--- src/rtl/fetch_pkg.sv ---
// Shared types and constants for the instruction fetch sequencer.
package fetch_pkg;

  localparam int DATA_W = 8;

  // Opcode byte that introduces a two-byte unconditional branch.
  localparam logic [DATA_W-1:0] BRANCH_OP_DEFAULT = 8'hF0;

  typedef enum logic [1:0] {
    FETCH = 2'd0,
    ISSUE = 2'd1,
    STEP  = 2'd2,
    FAULT = 2'd3
  } state_t;

  typedef enum logic {
    OPCODE = 1'b0,
    OFFSET = 1'b1
  } phase_t;

  // PC value that follows a step: pc+1, plus the signed offset when branching.
  function automatic logic [DATA_W-1:0] next_pc(
    input logic [DATA_W-1:0] pc,
    input logic              branch,
    input logic [DATA_W-1:0] offset
  );
    return pc + DATA_W'(1) + (branch ? offset : '0);
  endfunction

endpackage

--- src/rtl/sat_counter.sv ---
// Saturating up-counter: counts enabled cycles and holds at all-ones.
module sat_counter #(
  parameter int W = 8
) (
  input  logic         clk,
  input  logic         reset,
  input  logic         en,
  output logic [W-1:0] count
);

  // Increment on enable unless already saturated.
  always_ff @(posedge clk) begin
    if (reset) begin
      count <= '0;
    end else if (en && (count != '1)) begin
      count <= count + 1'b1;
    end
  end

endmodule

--- src/rtl/instr_fetch_ctrl.sv ---
// Fetch sequencer: reads one byte per fetch, hands it to the decoder,
// then steps the PC, recognising two-byte branches on the way.
//
// state | meaning
// ------+-----------------------------------------------------------
// FETCH | read request outstanding at mem_addr, waiting for mem_ack
// ISSUE | byte presented to the decoder, waiting for instr_ready
// STEP  | one-cycle PC advance, pc_flags sampled
// FAULT | PC overflowed; everything idle until reset
module instr_fetch_ctrl
  import fetch_pkg::*;
#(
  parameter logic [DATA_W-1:0] BRANCH_OP = BRANCH_OP_DEFAULT,
  parameter int                LOOP_W    = 8
) (
  input  logic              clk,
  input  logic              reset,
  input  logic [DATA_W-1:0] pc_address,
  input  logic [1:0]        pc_flags,
  output logic              mem_req,
  output logic [DATA_W-1:0] mem_addr,
  input  logic              mem_ack,
  input  logic [DATA_W-1:0] mem_data,
  output logic [DATA_W-1:0] instr,
  output logic              instr_valid,
  input  logic              instr_ready,
  output logic              pc_step,
  output logic              sig_branch,
  output logic [DATA_W-1:0] branch_offset,
  output logic              fault,
  output logic [LOOP_W-1:0] loop_count
);

  state_t state_q, state_d;
  phase_t phase_q, phase_d;

  logic              mem_req_d;
  logic [DATA_W-1:0] mem_addr_d;
  logic [DATA_W-1:0] instr_d;
  logic              instr_valid_d;
  logic              pc_step_d;
  logic              sig_branch_d;
  logic [DATA_W-1:0] branch_offset_d;
  logic              fault_d;
  logic              loop_inc;

  // State, phase and every output are registered here.
  always_ff @(posedge clk) begin
    if (reset) begin
      state_q       <= FETCH;
      phase_q       <= OPCODE;
      mem_req       <= 1'b0;
      mem_addr      <= '0;
      instr         <= '0;
      instr_valid   <= 1'b0;
      pc_step       <= 1'b0;
      sig_branch    <= 1'b0;
      branch_offset <= '0;
      fault         <= 1'b0;
    end else begin
      state_q       <= state_d;
      phase_q       <= phase_d;
      mem_req       <= mem_req_d;
      mem_addr      <= mem_addr_d;
      instr         <= instr_d;
      instr_valid   <= instr_valid_d;
      pc_step       <= pc_step_d;
      sig_branch    <= sig_branch_d;
      branch_offset <= branch_offset_d;
      fault         <= fault_d;
    end
  end

  // Next-state and next-output decode.
  always_comb begin
    state_d         = state_q;
    phase_d         = phase_q;
    mem_req_d       = mem_req;
    mem_addr_d      = mem_addr;
    instr_d         = instr;
    instr_valid_d   = instr_valid;
    pc_step_d       = 1'b0;
    sig_branch_d    = 1'b0;
    branch_offset_d = '0;
    fault_d         = fault;
    loop_inc        = 1'b0;

    unique case (state_q)
      FETCH: begin
        if (!mem_req) begin
          // First fetch after reset: the PC is idle, so take it directly.
          mem_req_d  = 1'b1;
          mem_addr_d = pc_address;
        end else if (mem_ack) begin
          mem_req_d     = 1'b0;
          instr_d       = mem_data;
          instr_valid_d = 1'b1;
          state_d       = ISSUE;
        end
      end

      ISSUE: begin
        if (instr_ready) begin
          instr_valid_d = 1'b0;
          pc_step_d     = 1'b1;
          state_d       = STEP;
          if (phase_q == OFFSET) begin
            sig_branch_d    = 1'b1;
            branch_offset_d = instr;
            phase_d         = OPCODE;
          end else if (instr == BRANCH_OP) begin
            phase_d = OFFSET;
          end
        end
      end

      STEP: begin
        loop_inc = sig_branch & pc_flags[0];
        if (pc_flags[1]) begin
          fault_d = 1'b1;
          state_d = FAULT;
        end else begin
          // The PC moves on this same edge, so the next read address is the
          // value it is about to take; this keeps FETCH to a single cycle.
          state_d    = FETCH;
          mem_req_d  = 1'b1;
          mem_addr_d = next_pc(pc_address, sig_branch, branch_offset);
        end
      end

      FAULT: begin
        mem_req_d     = 1'b0;
        instr_valid_d = 1'b0;
        fault_d       = 1'b1;
      end

      default: begin
        state_d = FETCH;
      end
    endcase
  end

  sat_counter #(
    .W(LOOP_W)
  ) u_loop_cnt (
    .clk  (clk),
    .reset(reset),
    .en   (loop_inc),
    .count(loop_count)
  );

endmodule
--- config.mk ---
export PLATFORM = sky130hd
export DESIGN_NAME = instr_fetch_ctrl
export DESIGN_NICKNAME = d
export VERILOG_FILES = /design/src/rtl/fetch_pkg.sv /design/src/rtl/sat_counter.sv /design/src/rtl/instr_fetch_ctrl.sv
export SDC_FILE = /design/constraint.sdc
export NUM_CORES = 1
export LEC_CHECK = 0
export ABC_AREA = 1
export CORE_ASPECT_RATIO = 0.75
export CORE_MARGIN = 8
export CORE_UTILIZATION = 48
export DETAILED_ROUTE_END_ITERATION = 7
export HOLD_SLACK_MARGIN = 0.12
export PLACE_DENSITY = 0.87
export SETUP_SLACK_MARGIN = 0.02
export SYNTH_ARGS = -nofsm -noshare
export SYNTH_HDL_FRONTEND = slang
export SYNTH_SLANG_ARGS = --single-unit
--- constraint.sdc ---
create_clock -name clk -period 2.07 [get_ports clk]
set_clock_uncertainty 0.15 [all_clocks]
set_input_delay 0.207 -clock clk [delete_from_list [all_inputs] [get_ports clk]]
set_output_delay 0.207 -clock clk [all_outputs]
set_load 0.05 [all_outputs]
Word-level counts from Yosys, hierarchy flattened

Index checks and enable logic that the tools add are counted.

Equal/unequal tests: 11
Add/subtract/negate cells: 3
Bitwise operators: 4
Muxes and demuxes: 24
Reduce and logical (&&, ||, !) cells: 17

Operator list:

| operator                                             | count |
|---|---|
| two-way mux 8 bit                                    | 3 |
| adder 8 x 1 -> 8 bit (second input constant)         | 2 |
| case mux 8 bit (2 select lines)                      | 1 |
| two-way mux 1 bit                                    | 12 |
| != test 2 bit (second input constant)                | 6 |
| nonzero test 3 bit                                   | 3 |
| adder 8 bit                                          | 1 |
| equality test 8 bit (second input constant)          | 1 |
| two-way mux 2 bit                                    | 4 |
| != test 8 bit (second input constant)                | 1 |
| AND reduction 4 bit                                  | 2 |
| case mux 1 bit (3 select lines)                      | 2 |
| case mux 2 bit (3 select lines)                      | 1 |
| AND reduction 2 bit                                  | 3 |
| AND reduction 3 bit                                  | 2 |
| equality test 2 bit (second input constant)          | 2 |
| nonzero test 2 bit                                   | 2 |
| OR reduction 4 bit                                   | 1 |
| NOT 1 bit                                            | 3 |
| OR reduction 3 bit                                   | 1 |
| equality test 2 x 1 -> 1 bit (second input constant) | 1 |
| logical NOT 2 bit                                    | 1 |
| case mux 1 bit (2 select lines)                      | 1 |
| OR reduction 2 bit                                   | 1 |
| other kinds (2)                                      | 2 |

Input port bits: 22
Output and inout port bits: 37
Register bits: 40
Word-level logic and storage cells: 70

Logic depth before layout (Yosys ltp)

Gate-level depths: netlist of run 1.

Word-level depth: 4
Depth in mapped cells: 13
Gate-level depth less buffers: 12

Hierarchy

Synthesis of run 1 repeated with hierarchy kept, for this count alone.

Cells, all modules: 313
Area total of the unflattened synthesis: 2,177.1 µm²

By module, submodules not included:

| module           | sequential area each (µm²) | times used | area each (µm²) | cells an instance |
|---|---|---|---|---|
| instr_fetch_ctrl | 640.6                      | 1          | 1,692.9         | 236 |
| sat_counter      | 160.2                      | 1          | 484.2           | 77 |

Least setup slack after synthesis of run 1

OpenSTA, ideal clock, no wires.

Kind: reg-to-reg
Start point: register sig_branch
End point: register mem_addr[6]
Setup time: 132 ps
Buffers on the path: 1
Clock period less this slack: 2,275 ps
Slack: -205 ps
Required time: 1,788 ps
Arrival: 1,992 ps
Cell stages (with the launch flop): 13
Cells stage by stage: dfxtp_1 buf_2 nand2_1 ha_1 fa_1 inv_1 nand2_1 nand2_1 nand3b_1 nand3_1 nand3_1 nand2_1 a21oi_1

Cells in the longest elaborated chain, start to end: 4

Ends and longest elaborated chain:

| element                         | RTL line                | text |
|---|---|---|
| start: declaration              | instr_fetch_ctrl.sv:28  | `output logic sig_branch,` |
| start signal: assignment        | instr_fetch_ctrl.sv:68  | `sig_branch <= sig_branch_d;` |
| two-way mux 8 bit               | fetch_pkg.sv:27         | `return pc + DATA_W'(1) + (branch ? offset : '0);` |
| adder 8 bit                     | fetch_pkg.sv:27         |  |
| two-way mux 8 bit               | instr_fetch_ctrl.sv:119 | `if (pc_flags[1]) begin` |
| case mux 8 bit (2 select lines) | instr_fetch_ctrl.sv:88  | `unique case (state_q)` |
| end signal: assignment          | instr_fetch_ctrl.sv:64  | `mem_addr <= mem_addr_d;` |
| end: declaration                | instr_fetch_ctrl.sv:21  | `output logic [DATA_W-1:0] mem_addr,` |

Every way passes these cells. The select of a mux whose other input is x is not followed.
A chain may end at the register's enable or synchronous reset.

Worst setup path in the final report of run 1

Start point: register u_loop_cnt.count[5]
End point: output loop_count[5]

RTL lines:

| element                  | RTL line               | text |
|---|---|---|
| start: declaration       | sat_counter.sv:8       | `output logic [W-1:0] count` |
| start signal: assignment | sat_counter.sv:16      | `count <= count + 1'b1;` |
| end: declaration         | instr_fetch_ctrl.sv:31 | `output logic [LOOP_W-1:0] loop_count` |

No word-level cell between the ends.

==> summary.txt, run 1 <==
RUN STATUS
--------------------------------------------------------------------------------------------
Run status .................................................................... finished, final reports clean

CELLS AND AREA
--------------------------------------------------------------------------------------------
Share of cells above drive strength 1 .........................................      0.08475
Final Instance Count excl. Fillers ............................................          411
Total Nets Final ..............................................................          390
Layout area overhead ..........................................................       36.56%
Antenna diode instance count ..................................................            0

DIE
--------------------------------------------------------------------------------------------
Top-level I/O count ...........................................................           59
Num rows ......................................................................           21
Initial Util ..................................................................       0.4854
Die height ....................................................................     73.35 um
Total Die Area ................................................................    6781 um^2
Core box area .................................................................    4335 um^2
Floorplan die width ...........................................................     92.46 um

POWER AND IR DROP
--------------------------------------------------------------------------------------------
Power density over cell area .................................................. 1076 nW/um^2
Leak ..........................................................................  0.001244 uW
Power share of the combinational group ........................................        0.452
Switch Pwr ....................................................................      1306 uW
Sequential Power Share ........................................................        0.327
Proportion of total power due to net switching ................................       0.4223
Cell-internal power ...........................................................      1786 uW
Power share of the clock group ................................................        0.221
Worst VDD drop ................................................................     776.7 uV

CRITICAL PATH
--------------------------------------------------------------------------------------------
Worst Path Max Fanout .........................................................            5
Required time at the worst-slack endpoint .....................................      1.71 ns
Critical path's largest stage delay ...........................................      0.86 ns
Classification of the worst setup path ........................................ flip-flop to primary output
Minimum setup slack among reg-to-reg paths ....................................      0.18 ns
Cell-by-cell listing of the critical path ..................................... clkdlybuf4s50_1
Signal arrival time at the worst endpoint .....................................      1.58 ns
Cell with the largest stage delay on the worst path ........................... clkdlybuf4s50_1
Type of origin of the critical path ...........................................    flip-flop
Worst flop-to-flop path endpoint .............................................. mem_addr[6]$_SDFFE_PP0P_
Family of cells with the greatest summed delay on the critical path ........... buffers and inverters
Nature of the critical path endpoint .......................................... primary output
R2r worst-path depth ..........................................................           12
Reg2Reg Launch Point .......................................................... sig_branch$_SDFF_PP0_
CP bufs+invs ..................................................................            1

LOGIC SYNTHESIS
--------------------------------------------------------------------------------------------
Share of the synthesized area in the top cell type ............................       0.3805
Synthesized area divided by synthesized cell count ............................   7.257 um^2
Commonest cells post-synth .................................................... nand2_1 (61), inv_1 (41), dfxtp_1 (40), a21oi_1 (31), nor2_1 (28)
Biggest area contributors in the synthesized netlist .......................... dfxtp_1 (38%), nand2_1 (11%), ha_1 (8.3%)
Distinct cells, synth .........................................................           30
Proportion of synthesized chip area in sequential cells .......................       0.3805
Area fraction in compound gates after synthesis ...............................       0.1480
Basic-gate share of the synthesized area counting and, or, nand and nor cells .       0.2414
Largest family of logic cells by synthesized area ............................. simple AND/OR/NAND/NOR gates
Synthesized-area fraction occupied by xor and xnor cells ......................      0.02913
Share of synthesized cell area in full adder, half adder and majority cells ...      0.09275
Multiplexer share of the synthesized area .....................................            0
Total of warnings raised by yosys .............................................            0
Number of synthesized flops with an enable pin ................................            0
Post-synthesis async set-or-reset flop share ..................................            0
Synthesized netlist net count .................................................          327
Most used flip-flop cell after synthesis ......................................      dfxtp_1
Cell with the most instances after synthesis ..................................      nand2_1
Synth area leader .............................................................      dfxtp_1
Summed instance area of the synthesized netlist ...............................    2105 um^2
Number of instances in the synthesized netlist ................................          290
Number of storage elements in the synthesis netlist ...........................           40

DETAILED ROUTING
--------------------------------------------------------------------------------------------
Remaining antenna violation count after routing ...............................            0
Top routing layer in use ......................................................         met4
Post-route DRC violation count ................................................            0
First DRT Iteration DRCs ......................................................           99
Iteration count of the initial detailed-routing pass ..........................            4
Detail Route met3 WL ..........................................................       295 um
Met1 Routed Length ............................................................      2442 um
Met2 Wirelength ...............................................................      2516 um
WL final ......................................................................      5366 um
Via density per instance ......................................................        4.925
Wire length per cell after detailed routing ...................................     13.06 um
Via count of the routed design ................................................         2024

HOLD PATH
--------------------------------------------------------------------------------------------
End point of the most critical hold path ...................................... mem_addr[5]$_SDFFE_PP0P_
Worst hold path startpoint .................................................... mem_addr[5]$_SDFFE_PP0P_
Cell depth of the worst min-delay path ........................................            2
Tightest Hold Check Type ...................................................... flip-flop to flip-flop

STA
--------------------------------------------------------------------------------------------
Worst-margin pin slew .........................................................    0.5265 ns
Pins over their slew limit ....................................................            0
Final critical path time including I/O delays and setup .......................     1.937 ns
Setup repair after global routing missed its margin ...........................         true
Worst max-slew margin expressed relative to the limit .........................       0.6479
Maximum frequency from static timing analysis .................................    516.2 MHz
Share of the clock period used by the worst path after layout .................       0.9358
Final Hold Violating Endpoints ................................................            0
Total negative setup slack ....................................................         0 ns
Final setup violating endpoints ...............................................            0

GRT
--------------------------------------------------------------------------------------------
Number of antenna violations at the first check in global routing .............            0
Vias in the first global route ................................................         2002
Sum of overflow across all layers after global routing ........................            0
Overall global routing resource usage .........................................       0.1675
Wire length of the first global-routing pass ..................................      9218 um
Largest net degree at the start of global routing .............................           19

PLACED DESIGN
--------------------------------------------------------------------------------------------
# port buffers ................................................................           58
GPL Wtd Cong ..................................................................       0.8735
Total half-perimeter wirelength after legalization and detailed placement .....      4143 um
Number of cells after detailed placement ......................................          402

CLOCK TREE
--------------------------------------------------------------------------------------------
Clock Latency Late Sink .......................................................      0.30 ns
CTS clock-pin slew for the worst setup and hold paths .........................      0.08 ns
Clock buffer depth ............................................................            2
Post-CTS Hold Buffers .........................................................            0
Clock Sink Count ..............................................................           40
CTS root buffer ...............................................................     clkbuf_8
Num CTS Buffers ...............................................................            5
CTS tree ......................................................................        built
Htree depth ...................................................................            2

RUN
--------------------------------------------------------------------------------------------
Max-cap violation count .......................................................            0

## how the worst max path moves through the flow
stage,startpoint,end,cells after the start
5_1_grt,pc_address[0],mem_addr[6]$_SDFFE_PP0P_,13
3_3_place_gp,pc_address[0],mem_addr[6]$_SDFFE_PP0P_,13
2_1_floorplan,u_loop_cnt.count[0]$_SDFFE_PP0P_,u_loop_cnt.count[0]$_SDFFE_PP0P_,9
3_5_place_dp,pc_address[0],mem_addr[6]$_SDFFE_PP0P_,13
6_report,u_loop_cnt.count[5]$_SDFFE_PP0P_,loop_count[5],1
4_1_cts,u_loop_cnt.count[0]$_SDFFE_PP0P_,loop_count[0],1
## logic make-up (layout without fill, tap and decap cells)
family	count (synthesis)	count (layout)
DFF	40	40
buffers and inverters	54	118
AOI/OAI and AO/OA	57	57
adders and majority gates	15	15
xor gates and xnor gates	7	7
and+or+nand+nor	117	117
## power groups by stage
stage / Combinational [uW] / Clock (uW) / Sequential (uW)
6_report: 1400 / 683 / 1010
5_1_grt: 1520 / 726 / 1030
4_1_cts: 1400 / 692 / 1010
3_5_place_dp: 1400 / 0 / 1020
3_3_place_gp: 1370 / 0 / 1020
2_1_floorplan: 543 / 0 / 1450
## metrics by stage
step	setup slack [ns]	util	total power, uW	cell area (um^2)	hold WS, ns
after floorplan	0.05686	-	1990	2110	0.1261
after global placement	-0.05166	0.6329	2391	2744	0.3019
after detailed placement	-0.1074	0.6329	2419	2744	0.3093
after CTS	0.1229	0.6609	3103	2865	0.3213
after global routing	0.008582	0.6629	3276	2874	0.3526
final	0.1328	0.6629	3092	2874	0.3168
## worst min-delay path, cell delays in order, from the launching register on
cell and delay (ns):
dfxtp_1 0.31, nand2_1 0.06, a21oi_1 0.05
## state kept, by name (all words and copies together) (netlist names)
register	flops
branch_offset	8
fault	1
instr	8
instr_valid	1
mem_addr	8
mem_req	1
pc_step	1
phase_q	1
sig_branch	1
state_q	2
u_loop_cnt.count	8
## final cells by class
type,instances,area [um^2]
clock buffers,6,82.58
clock inverters,2,38.79
fillers,367,1461
inverters,46,172.7
multi-input cells,196,1076
flip-flops and latches,40,807.0
well taps,57,71.32
repair buffers,64,625.6
## cells in the final DEF (no fill, tap or decap), drive strengths merged
master	Yosys	final
nand2	62	62
clkdlybuf4s50	0	58
inv	46	46
dfxtp	40	40
a21oi	32	32
nor2	29	29
o21ai	20	20
ha	14	14
nand3	13	13
clkbuf	4	6
buf	4	6
xnor2	5	5
nand4	4	4
a211oi	4	4
or2	3	3
nor3	3	3
xor2	2	2
nand3b	2	2
nor4	1	1
a31oi	1	1
fa	1	1
clkinv	0	1
bufinv	0	1
## routing by layer
layer / global-route usage / vias to the layer above
met5: 0 / -
met4: 0.05694 / 0
met3: 0.05204 / 10
met2: 0.2816 / 51
met1: 0.1981 / 916
li1: - / 1047
## repair_timing
action	4_1_cts	5_1_grt
setup endpoints to repair	0	4
setup buffers	0	1
resized for setup	0	2
hold endpoints to repair	0	0
Power figures use the tool's default switching activity.
==> run 2, diff against run 1 <==
- CORE_MARGIN: 8 -> 3
- SLEW_MARGIN: unset -> 0
==> summary.txt, run 2 (synthesis gave the netlist of run 1 again) <==
RUN STATUS
----------------------------------------------------------------------------------------
Run status ................................................................ finished, final reports clean

POWER AND IR DROP
----------------------------------------------------------------------------------------
Worst VDD drop ............................................................     720.1 uV   -7.3%
Power density over cell area .............................................. 1027 nW/um^2   -4.5%
Power share of the clock group ............................................        0.180   -0.041
Power share of the combinational group ....................................        0.479   +0.027
Switch Pwr ................................................................      1261 uW   -3.4%
Proportion of total power due to net switching ............................       0.4299   +0.007567
Sequential Power Share ....................................................        0.341   +0.014
Cell-internal power .......................................................      1672 uW   -6.3%
Power after layout ........................................................      2934 uW   -5.1%
Leak ......................................................................  0.001239 uW   -0.38%

GRT
----------------------------------------------------------------------------------------
Number of antenna violations at the first check in global routing .........            0   unchanged
Largest net degree at the start of global routing .........................           17   -2
Met2 track utilization from global routing ................................       0.3410   +0.05935
Wire length of the first global-routing pass ..............................      8452 um   -8.3%
Layer with the highest usage ..............................................         met2
Overall global routing resource usage .....................................       0.2084   +0.04092
Sum of overflow across all layers after global routing ....................            0   unchanged
Vias in the first global route ............................................         2006   +0.20%
GR met1 Demand/Resource ...................................................       0.2693   +0.07124
Met3 track demand over resource ...........................................      0.04286   -0.009184

CLOCK TREE
----------------------------------------------------------------------------------------
Post-CTS Hold Buffers .....................................................            0   unchanged
Clock Latency Late Sink ...................................................      0.29 ns   about the same
CTS tree ..................................................................        built
Post-CTS setup buffers ....................................................            0   unchanged
Num CTS Buffers ...........................................................            5   unchanged
CTS root buffer ...........................................................     clkbuf_8
Clock Sink Count ..........................................................           40   unchanged
Clock buffer depth ........................................................            2   unchanged
Htree depth ...............................................................            2   unchanged
CTS clock-pin slew for the worst setup and hold paths .....................      0.07 ns   about the same

HOLD PATH
----------------------------------------------------------------------------------------
Worst hold path startpoint ................................................ instr_valid$_SDFFE_PP0P_
Cell depth of the worst min-delay path ....................................            2   unchanged
End point of the most critical hold path .................................. instr_valid$_SDFFE_PP0P_
Tightest Hold Check Type .................................................. flip-flop to flip-flop

CELLS AND AREA
----------------------------------------------------------------------------------------
Most common cell after layout, fill and taps aside ........................      nand2_1
Total Nets Final ..........................................................          392   +0.51%
Final Instance Count excl. Fillers ........................................          411   unchanged
Share of cells above drive strength 1 .....................................      0.08146   -0.003285
Layout area overhead ......................................................       35.67%
Antenna diode instance count ..............................................            0   unchanged
Top library cells by usage in the layout, fill and taps aside ............. nand2_1 (61), clkdlybuf4s50_1 (58), inv_1 (41)
Final instance area .......................................................    2855 um^2   -0.65%

STA
----------------------------------------------------------------------------------------
Setup repair after global routing missed its margin .......................        false
Pins over their slew limit ................................................            0   unchanged
Total negative setup slack ................................................         0 ns   unchanged
Final Hold Violating Endpoints ............................................            0   unchanged
Maximum frequency from static timing analysis .............................    516.9 MHz   +0.13%
Worst max-slew margin expressed relative to the limit .....................       0.6619   +0.01398
Share of the clock period used by the worst path after layout .............       0.9346   -0.001231
Worst-margin pin slew .....................................................    0.5056 ns   -0.02090 ns
Final critical path time including I/O delays and setup ...................     1.935 ns   -0.002548 ns
Final setup violating endpoints ...........................................            0   unchanged
Post-Route Hold Slack .....................................................    0.3142 ns   -0.002527 ns

DETAILED ROUTING
----------------------------------------------------------------------------------------
Via count of the routed design ............................................         2036   +0.59%
First DRT Iteration DRCs ..................................................          113   +14%
Via density per instance ..................................................        4.954   +0.59%
Wire length per cell after detailed routing ...............................     12.08 um   -7.5%
WL final ..................................................................      4966 um   -7.5%
Iteration count of the initial detailed-routing pass ......................            4   unchanged
Post-route DRC violation count ............................................            0   unchanged
Remaining antenna violation count after routing ...........................            0   unchanged

DIE
----------------------------------------------------------------------------------------
Core box area .............................................................    4129 um^2   -4.8%
Initial Util ..............................................................       0.5097   +0.02427
Total Die Area ............................................................    5223 um^2   -23%
Num rows ..................................................................           20   -4.8%
Floorplan die width .......................................................     82.46 um   -11%
Die height ................................................................     63.35 um   -14%
Top-level I/O count .......................................................           59   unchanged

PLACED DESIGN
----------------------------------------------------------------------------------------
# port buffers ............................................................           58   unchanged
GPL Wtd Cong ..............................................................       0.8742   about the same
Number of cells after detailed placement ..................................          403   +0.25%
Post-Place Cell Area ......................................................    2764 um^2   +0.73%
Total half-perimeter wirelength after legalization and detailed placement .      3868 um   -6.6%

RUN
----------------------------------------------------------------------------------------
Max-cap violation count ...................................................            0   unchanged

CRITICAL PATH
----------------------------------------------------------------------------------------
Nature of the critical path endpoint ...................................... primary output
Signal arrival time at the worst endpoint .................................      1.58 ns   about the same
Required time at the worst-slack endpoint .................................      1.71 ns   about the same
Classification of the worst setup path .................................... flip-flop to primary output
Worst Path Max Fanout .....................................................            6   +1
Critical path's largest stage delay .......................................      0.84 ns   -0.02 ns
Type of origin of the critical path .......................................    flip-flop
Worst flop-to-flop path endpoint .......................................... mem_addr[6]$_SDFFE_PP0P_
R2r worst-path depth ......................................................           12   unchanged
Cell with the largest stage delay on the worst path ....................... clkdlybuf4s50_1
Family of cells with the greatest summed delay on the critical path ....... buffers and inverters
Cell-by-cell listing of the critical path ................................. clkdlybuf4s50_1
Minimum setup slack among reg-to-reg paths ................................      0.17 ns   about the same
CP bufs+invs ..............................................................            1   unchanged
Reg2Reg Launch Point ...................................................... sig_branch$_SDFF_PP0_

-- run 2: per-stage QoR --
stage                       util  setup WS (ns)
after CTS                 0.6912         0.1274
after floorplan                -        0.05686
after detailed placement  0.6694        -0.1166
after global routing      0.6915        0.03521
final                     0.6915         0.1354
after global placement    0.6694       -0.04165
-- run 2: cell type report --
| class | count | area (um^2) |
|---|---|---|
| fillers | 357 | 1274 |
| multi-input cells | 196 | 1076 |
| flip-flops and latches | 40 | 807.0 |
| repair buffers | 66 | 640.6 |
| inverters | 46 | 172.7 |
| clock buffers | 8 | 90.09 |
| well taps | 55 | 68.82 |
-- run 2: worst max path at each step --
stage               cells past startpoint                              from                                to  slack, ns
floorplan                               9  u_loop_cnt.count[0]$_SDFFE_PP0P_  u_loop_cnt.count[0]$_SDFFE_PP0P_       0.06
global placement                       13                     pc_address[0]          mem_addr[6]$_SDFFE_PP0P_      -0.04
detailed placement                     13                     pc_address[0]          mem_addr[6]$_SDFFE_PP0P_      -0.12
CTS                                     1  u_loop_cnt.count[3]$_SDFFE_PP0P_                     loop_count[3]       0.13
global route                            9           state_q[0]$_SDFFE_PP0P_          mem_addr[7]$_SDFFE_PP0P_       0.04
finish                                  1  u_loop_cnt.count[2]$_SDFFE_PP0P_                     loop_count[2]       0.14
-- run 2: power groups by stage --
stage	Combinational (uW)	Sequential, uW	Clock [uW]
floorplan	543	1450	0
global placement	1380	1010	0
detailed placement	1400	1020	0
CTS	1400	1000	538
global route	1530	1020	571
finish	1410	1000	527
-- run 2: timing repair --
action,in CTS,in global routing
resized for setup,0,1
endpoints found under the setup margin,0,3
endpoints found under the hold margin,0,0
-- run 2: routing by layer --
| layer | vias to the layer above | part of all wire |
|---|---|---|
| li1 | 1051 | - |
| met1 | 920 | 0.48 |
| met2 | 59 | 0.46 |
| met3 | 6 | 0.057 |
| met4 | 0 | 0.011 |
| met5 | - | 0 |
